[src/rtl/csa_pkg.sv]
// Shared widths and encodings for the control-word key scheduling slice.
package csa_pkg;

    localparam int unsigned CK_W  = 64;
    localparam int unsigned KK_W  = 448;
    localparam int unsigned CNT_W = 16;

    typedef enum logic [1:0] {
        ST_IDLE  = 2'd0,
        ST_START = 2'd1,
        ST_WAIT  = 2'd2,
        ST_STORE = 2'd3
    } ks_state_e;

    typedef enum logic {
        SLOT_EVEN = 1'b0,
        SLOT_ODD  = 1'b1
    } slot_e;

endpackage

[src/rtl/ks_rr_arb.sv]
// Two-way round-robin arbiter: one-hot grant, the slot not served last wins ties.
module ks_rr_arb (
    input  logic       req_even,
    input  logic       req_odd,
    input  logic       last_odd,
    output logic [1:0] grant      // bit 0 = even, bit 1 = odd
);

    // Grant the sole requester, or on contention the one served less recently
    always_comb begin
        grant = '0;
        if (req_even && req_odd) begin
            grant = last_odd ? 2'b01 : 2'b10;
        end else if (req_even) begin
            grant = 2'b01;
        end else if (req_odd) begin
            grant = 2'b10;
        end
    end

endmodule

[src/rtl/key_sched_ctrl.sv]
// Sequences even/odd control-word loads through an external key_schedule unit
// and keeps one expanded key per slot for the consumer.
module key_sched_ctrl
    import csa_pkg::*;
#(
    parameter int unsigned TIMEOUT_CYC = 255
) (
    input  logic            clk,
    input  logic            rst,
    input  logic            req_even,
    input  logic            req_odd,
    input  logic [CK_W-1:0] ck_even,
    input  logic [CK_W-1:0] ck_odd,
    output logic            ack_even,
    output logic            ack_odd,
    output logic            ks_start,
    output logic [CK_W-1:0] ks_ck,
    input  logic            ks_busy,
    input  logic            ks_done,
    input  logic [KK_W-1:0] ks_kk,
    input  logic            sel_odd,
    output logic [KK_W-1:0] o_kk,
    output logic            o_kk_valid,
    output logic            kk_even_valid,
    output logic            kk_odd_valid,
    output logic            busy,
    output logic            err
);

    localparam logic [CNT_W-1:0] TMO = CNT_W'(TIMEOUT_CYC);

    ks_state_e        state_q, state_d;
    logic [CNT_W-1:0] cnt_q, cnt_d;
    logic [CK_W-1:0]  ks_ck_q, ks_ck_d;
    slot_e            slot_q, slot_d;
    logic             last_odd_q, last_odd_d;
    logic [KK_W-1:0]  kk_even_q, kk_even_d;
    logic [KK_W-1:0]  kk_odd_q, kk_odd_d;
    logic             val_even_q, val_even_d;
    logic             val_odd_q, val_odd_d;
    logic [1:0]       grant;

    // ks_busy is informational only; it never steers the sequencer
    logic ks_busy_unused;
    assign ks_busy_unused = ks_busy;

    ks_rr_arb u_arb (
        .req_even (req_even),
        .req_odd  (req_odd),
        .last_odd (last_odd_q),
        .grant    (grant)
    );

    // State register and slot storage
    always_ff @(posedge clk or negedge rst) begin
        if (!rst) begin
            state_q    <= ST_IDLE;
            cnt_q      <= '0;
            ks_ck_q    <= '0;
            slot_q     <= SLOT_EVEN;
            last_odd_q <= 1'b1;
            kk_even_q  <= '0;
            kk_odd_q   <= '0;
            val_even_q <= 1'b0;
            val_odd_q  <= 1'b0;
        end else begin
            state_q    <= state_d;
            cnt_q      <= cnt_d;
            ks_ck_q    <= ks_ck_d;
            slot_q     <= slot_d;
            last_odd_q <= last_odd_d;
            kk_even_q  <= kk_even_d;
            kk_odd_q   <= kk_odd_d;
            val_even_q <= val_even_d;
            val_odd_q  <= val_odd_d;
        end
    end

    // Next-state, datapath updates and strobes
    always_comb begin
        state_d    = state_q;
        cnt_d      = cnt_q;
        ks_ck_d    = ks_ck_q;
        slot_d     = slot_q;
        last_odd_d = last_odd_q;
        kk_even_d  = kk_even_q;
        kk_odd_d   = kk_odd_q;
        val_even_d = val_even_q;
        val_odd_d  = val_odd_q;
        ks_start   = 1'b0;
        ack_even   = 1'b0;
        ack_odd    = 1'b0;
        err        = 1'b0;

        case (state_q)
            ST_IDLE: begin
                cnt_d = '0;
                if (grant[1]) begin
                    slot_d     = SLOT_ODD;
                    last_odd_d = 1'b1;
                    ks_ck_d    = ck_odd;
                    val_odd_d  = 1'b0;
                    state_d    = ST_START;
                end else if (grant[0]) begin
                    slot_d     = SLOT_EVEN;
                    last_odd_d = 1'b0;
                    ks_ck_d    = ck_even;
                    val_even_d = 1'b0;
                    state_d    = ST_START;
                end
            end
            ST_START: begin
                ks_start = 1'b1;
                cnt_d    = '0;
                state_d  = ST_WAIT;
            end
            ST_WAIT: begin
                // Completion outranks the timeout in the cycle the count expires
                if (ks_done) begin
                    state_d = ST_STORE;
                end else if (cnt_q == TMO) begin
                    err      = 1'b1;
                    ack_even = (slot_q == SLOT_EVEN);
                    ack_odd  = (slot_q == SLOT_ODD);
                    state_d  = ST_IDLE;
                end else begin
                    cnt_d = cnt_q + 1'b1;
                end
            end
            ST_STORE: begin
                ack_even = (slot_q == SLOT_EVEN);
                ack_odd  = (slot_q == SLOT_ODD);
                if (slot_q == SLOT_ODD) begin
                    kk_odd_d  = ks_kk;
                    val_odd_d = 1'b1;
                end else begin
                    kk_even_d  = ks_kk;
                    val_even_d = 1'b1;
                end
                state_d = ST_IDLE;
            end
            default: begin
                state_d = ST_IDLE;
            end
        endcase
    end

    assign ks_ck         = ks_ck_q;
    assign busy          = (state_q != ST_IDLE);
    assign kk_even_valid = val_even_q;
    assign kk_odd_valid  = val_odd_q;
    assign o_kk          = sel_odd ? kk_odd_q : kk_even_q;
    assign o_kk_valid    = sel_odd ? val_odd_q : val_even_q;

endmodule

[config.mk]
export PLATFORM = sky130hd
export DESIGN_NAME = key_sched_ctrl
export DESIGN_NICKNAME = d
export VERILOG_FILES = /design/src/rtl/csa_pkg.sv /design/src/rtl/ks_rr_arb.sv /design/src/rtl/key_sched_ctrl.sv
export SDC_FILE = /design/constraint.sdc
export NUM_CORES = 2
export LEC_CHECK = 0
export ABC_AREA = 1
export CORE_AREA = 2 2 430 432
export CTS_CLUSTER_SIZE = 12
export DETAILED_ROUTE_END_ITERATION = 10
export DIE_AREA = 0 0 432 434
export HOLD_SLACK_MARGIN = 0.1
export PLACE_DENSITY = 0.47
export SETUP_SLACK_MARGIN = 0.3
export SYNTH_ARGS = -nofsm -noshare
export SYNTH_HDL_FRONTEND = slang
export SYNTH_SLANG_ARGS = --single-unit
[constraint.sdc]
create_clock -name clk -period 1.8 [get_ports clk]
set_clock_uncertainty 0.15 [all_clocks]
set_input_delay 0.18 -clock clk [delete_from_list [all_inputs] [get_ports clk]]
set_output_delay 0.18 -clock clk [all_outputs]
set_load 0.01 [all_outputs]
======== Word-level counts from Yosys, hierarchy flattened ========
Cells that the tools add are included.
Widths: inputs -> output; s select.
storage, ports and cells
  register bits ........................... 982
  latch bits .............................. 0
  RAM bits ................................ 0
  bits in read-only memories .............. 0
  input port bits ......................... 583
  output and inout bits ................... 520
  logic and storage cells ................. 72
  memories ................................ 0
cells by class
  add/subtract/negate cells ............... 1
  $mul .................................... 0
  divide/modulo/power cells ............... 0
  order comparisons ....................... 0
  eq/ne operators ......................... 13
  shift operators ......................... 0
  mux-type cells .......................... 34
  bitwise operators ....................... 1
  reduce and logical (&&, ||, !) cells .... 14
operators by type and width
  cell                   number
  $mux 448               1
  $mux 64                2
  $mux 16                2
  $pmux 16 s2            1
  $add 16x1->16 const B  1
  $eq 16x8->1 const B    1
  $mux 2                 8
  $mux 1                 15
  $ne 2x2->1 const B     7
  $pmux 1 s2             4
  $pmux 2 s4             1
  $reduce_and 2->1       4
  $reduce_bool 2->1      4
  $ne 3x3->1 const B     2
  $reduce_and 3->1       2
  $eq 2x2->1 const B     2
  $reduce_and 4->1       1
  $eq 2x1->1 const B     1
  $logic_not 2->1        1
  $reduce_or 2->1        1
  $logic_and 1x1->1      1
  $not 1->1              1

======== Logic depth before layout (Yosys ltp) ========
  depth after elaboration ................. 6
  gate-level depth with buffers ........... 10
  depth with buffers taken out ............ 9

======== Modules after synthesis ========
A second synthesis with hierarchy kept.
unflattened totals
  cell total of the unflattened synthesis .. 4387
  area total of the unflattened synthesis .. 42540.8 um^2
by module, submodules not included
  module          instances  cells each  area an instance (um^2)  seq. area each (um^2)
  key_sched_ctrl  1          4382        42519.5                  24574.8
  ks_rr_arb       1          5           21.3                     0.0

======== Worst setup path after synthesis ========
Ideal clock, no wire load.
  path type ............................... reg-to-reg
  start ................................... register state_q[1]
  end ..................................... register ks_ck_q[44], in the netlist ks_ck[44]
  library setup time ...................... 0.082 ns
  arrival time ............................ 1.560 ns
  data required time ...................... 1.568 ns
  slack ................................... 0.009 ns
  stages on the path, launching flop included .. 9
  path buffers ............................ 2
  period minus slack after synthesis ...... 1.791 ns
  cell sequence ........................... dfrtp_1 inv_1 ha_1 inv_1 a21oi_1 buf_2 buf_2 nor2_1 a31oi_1
on the way
  cells in the longest elaborated chain, start to end .. 2
ends and longest elaborated chain
  element                     line                  text
  start: declaration          key_sched_ctrl.sv:32  ks_state_e state_q, state_d;
  start signal: assignment    key_sched_ctrl.sv:67  state_q <= state_d;
  $logic_not 2->1             key_sched_ctrl.sv:95  case (state_q)
  $reduce_and 2->1 (no line)  n/a
  end signal: assignment      key_sched_ctrl.sv:69  ks_ck_q <= ks_ck_d;
  end: declaration            key_sched_ctrl.sv:34  logic [CK_W-1:0] ks_ck_q, ks_ck_d;
Every way passes these cells.
A chain may end at the register's enable or synchronous reset.

======== Worst setup path after layout ========
  start ................................... register cnt_q[12]
  end ..................................... output port ack_odd
on the way
  cells in the longest elaborated chain, start to end .. 4
ends and longest elaborated chain
  element                   line                   text
  start: declaration        key_sched_ctrl.sv:33   logic [CNT_W-1:0] cnt_q, cnt_d;
  start signal: assignment  key_sched_ctrl.sv:68   cnt_q <= cnt_d;
  $eq 16x8->1               key_sched_ctrl.sv:121  end else if (cnt_q == TMO) begin
  $mux 1                    key_sched_ctrl.sv:121
  $mux 1                    key_sched_ctrl.sv:119  if (ks_done) begin
  $pmux 1 s2                key_sched_ctrl.sv:95
  end: declaration          key_sched_ctrl.sv:15   output logic ack_odd,
Every way passes these cells.

==> impl_metrics.py <==
metrics = {
    "drt": {
        "ant_nets": 0,
        "drt-total-wl_um": 190000,
        "routedWlPerCell_um": 19.3,
        "vias_per_cell": 4.42,
        "drt_iter0_drc": 2557,
        "drc": 0,
        "via_count": 43500,
        "firstDrtPassIters": 5,
    },
    "timing": {
        "grt_setup_unrepaired": "true",
        "finalHoldViolCount": 0,
        "fmax_ghz": 0.431,
        "worst_pin_slew_ps": 471,
        "setup_violations": 1057,
        "slew_headroom": 0.686,
        "finalCritPeriodShare": 1.29,
        "hold_ws_ps": 324,
        "fin_crit_ps": 2320,
        "setup_ws_ps": -521,
        "slew_viol_final": 0,
    },
    "global_routing": {
        "grt_max_degree": 76,
        "grt_pass1_vias": 42400,
        "grt-ovfl-total": 0,
        "antenna_found_initial": 22,
        "grt_usage": 0.183,
        "grt_pass1_wl_um": 263000,
    },
    "place": {
        "hpwl_um": 125000,
        "dpl_cell_area_mm2": 0.0584,
        "dp_cells": 8776,
        "io_buffers": 1101,
        "gp_congestion": 0.870,
    },
    "critical_path": {
        "end_kind": "primary output",
        "reg2regPathDepth": 14,
        "timing.reg2reg.setup_slack_ps": -450,
        "timing.rr.start": "state_q[1]$_DFFE_PN0P_",
        "critical_path_class": "flip-flop to primary output",
        "crit_fanout": 2,
        "required_ps": 1470,
        "timing.rr.end": "kk_even_q[120]$_DFFE_PN0P_",
        "arrival_ps": 1990,
        "critPathLaunchType": "flip-flop",
    },
    "synthesis": {
        "synth_top_area_share": 0.576,
        "yosysWarnings": 0,
        "synth_top_cell_by_area": "dfrtp_1",
        "synth_area_leaders": "dfrtp_1 58%, nand2_1 22%, o21ai_0 5.5%",
        "ys_ff_latch": 982,
        "syn_inst": 5336,
        "synth_area_mm2": 0.0426,
        "yosysUniqueCellTypes": 28,
        "synth.avg_cell_area_um2": 7.99,
        "yosysSeqAreaShare": 0.576,
        "syn_nets": 5924,
    },
    "clock_tree": {
        "clk_pin_slew_ps": 50,
        "h-tree-depth": 3,
        "cts_buffers": 118,
        "clkSinkCount": 982,
        "cts_tree": "built",
        "cts_buffer_depth": 3,
        "clock_latency_ps": 750,
        "cts_root_buffer": "clkbuf_16",
    },
    "outcome": {
        "status": "finished with violations",
        "violations": "negative setup slack",
    },
    "layout": {
        "layout.nets": 7936,
        "fillers": 18100,
        "layout-drive-gt1-share": 0.260,
        "area_delta_synth_final_pct": 72.6,
        "final_area_mm2": 0.0736,
        "fin_cells": 9848,
    },
    "pwr": {
        "comb_power_share": 0.450,
        "power_w": 0.114,
        "power_density_mw_per_mm2": 1550,
        "clkPwrFrac": 0.217,
        "intPower_w": 0.0711,
        "p_leak_nw": 35.2,
        "sw_frac_of_total": 0.375,
        "p_seq_frac": 0.333,
        "switchingPower_w": 0.0428,
        "ir_drop_v": 0.00103,
    },
    "hold_path": {
        "whs_endpoint": "kk_odd_q[105]$_DFFE_PN0P_",
        "hold_depth": 2,
        "hold_path.startpoint": "kk_odd_q[105]$_DFFE_PN0P_",
        "min_path_type": "flip-flop to flip-flop",
    },
    "job": {
        "drv_cap": 0,
    },
    "floorplan": {
        "initial_utilization": 0.234,
        "coreArea_mm2": 0.182,
        "dieArea_mm2": 0.187,
        "die_x_um": 432,
        "io_pins": 1103,
        "rows": 157,
        "die_h_um": 434,
    },
}
-- how the worst max path moves through the flow --
stage	from	to	slack [ps]
6_report	cnt_q[12]$_DFFE_PN0P_	ack_odd	-520
5_1_grt	cnt_q[8]$_DFFE_PN0P_	ack_odd	-690
4_1_cts	cnt_q[9]$_DFFE_PN0P_	ack_even	-650
3_5_place_dp	sel_odd	o_kk[286]	-710
3_3_place_gp	sel_odd	o_kk[286]	-720
2_1_floorplan	state_q[0]$_DFFE_PN0P_	kk_odd_q[427]$_DFFE_PN0P_	220
-- layer usage --
| metal | GRT usage | up-vias | wire length [um] |
|---|---|---|---|
| met1 | 0.225 | 21100 | 78600 |
| met3 | 0.0320 | 348 | 9810 |
| met4 | 0.0837 | 2 | 8390 |
| met2 | 0.311 | 1319 | 93300 |
| li1 | - | 20700 | - |
| met5 | 0 | - | 15 |
-- final cells by class --
cell class	instances	area [um^2]	share of cell area
Inverter	471	1800	0.0244
Clock inverter	30	374	0.00508
Antenna cell	22	55.1	0.000748
Timing Repair Buffer	2219	22600	0.307
Sequential cell	982	24600	0.334
Tap cell	2385	2980	0.0405
Multi-Input combinational cell	3556	17600	0.239
Clock buffer	183	3610	0.0491
-- through the flow --
step                      worst slack (ps)   util  TNS, ps
final                                 -521  0.403  -215830
after CTS                             -653  0.378  -155490
after detailed placement              -713  0.320  -185170
after global routing                  -686  0.403  -320560
after global placement                -716  0.320  -193820
after floorplan                        224      -        0
-- cells in the mapped netlist --
cell type,instances
nand3_2,1
nand2_1,2459
nor2_1,85
nand2_2,1
nand3b_1,2
inv_1,469
dfstp_2,1
a21oi_1,3
o21bai_1,1
buf_2,192
ha_1,5
a31oi_1,64
buf_1,5
xor2_1,4
inv_2,2
dfrtp_1,981
o21ai_1,440
o21ai_0,466
nor3_1,1
clkbuf_1,122
and2_1,2
o211ai_1,1
xnor2_1,3
nand3_1,9
buf_4,8
nor2_4,2
mux2_2,1
nand4_1,6
-- power by group through the flow --
stage,combinational [W],sequential [W],clock (W)
2_1_floorplan,0.0210,0.0370,0
3_3_place_gp,0.0412,0.0378,0
3_5_place_dp,0.0417,0.0379,0
4_1_cts,0.0450,0.0379,0.0255
5_1_grt,0.0559,0.0391,0.0264
6_report,0.0513,0.0379,0.0247
-- flip-flops by register name (all words and copies together), names as in the netlist --
signal and cells:
state_q 2, slot_q 1, kk_odd_q 448, cnt_q 16
ks_ck 64, last_odd_q 1, kk_even_q 448, kk_odd_valid 1
kk_even_valid 1
-- critical path, stage by stage, from the launching register on --
cell and delay, ps:
dfrtp_1 380, nor2_1 120, nand2_1 70, nor2_1 100, buf_4 140, nand2_4 50, o21ai_4 130, and2_4 160
buf_6 100
-- kinds of logic after synthesis --
| kind of cell | count (synthesis) | synth area share |
|---|---|---|
| flip-flops | 982 | 0.576 |
| buffers and inverters | 798 | 0.0766 |
| multiplexers | 1 | 0.000264 |
| adder cells (fa/ha/maj) | 5 | 0.00147 |
| XOR/XNOR | 7 | 0.00144 |
| AO/OA/AOI/OAI | 975 | 0.116 |
| AND/OR/NAND/NOR | 2568 | 0.228 |
-- placed cells by master (no fill, tap or decap), drive strengths merged, types with 4 or more instances in the layout --
cell type and n:
dfrtp 981, nand2 2460, nand3 10, xor2 4, clkdlybuf4s50 579, a31oi 64
dlygate4sd3 581, inv 474, clkbuf 249, bufinv 6, nor2 87, clkinv 18
diode 22, buf 992, nand4 6, ha 5, o21ai 906
-- what timing repair did --
item / in CTS / in global routing
endpoints found under the setup margin: 1500 / 1607
pin swaps: 186 / 7
gates resized for setup: 3282 / 560
buffers inserted: 105 / 51
cloned: 12 / 88
hold buffers: 581 / 0
hold endpoints to repair: 1948 / 0
Power figures use the tool's default switching activity.
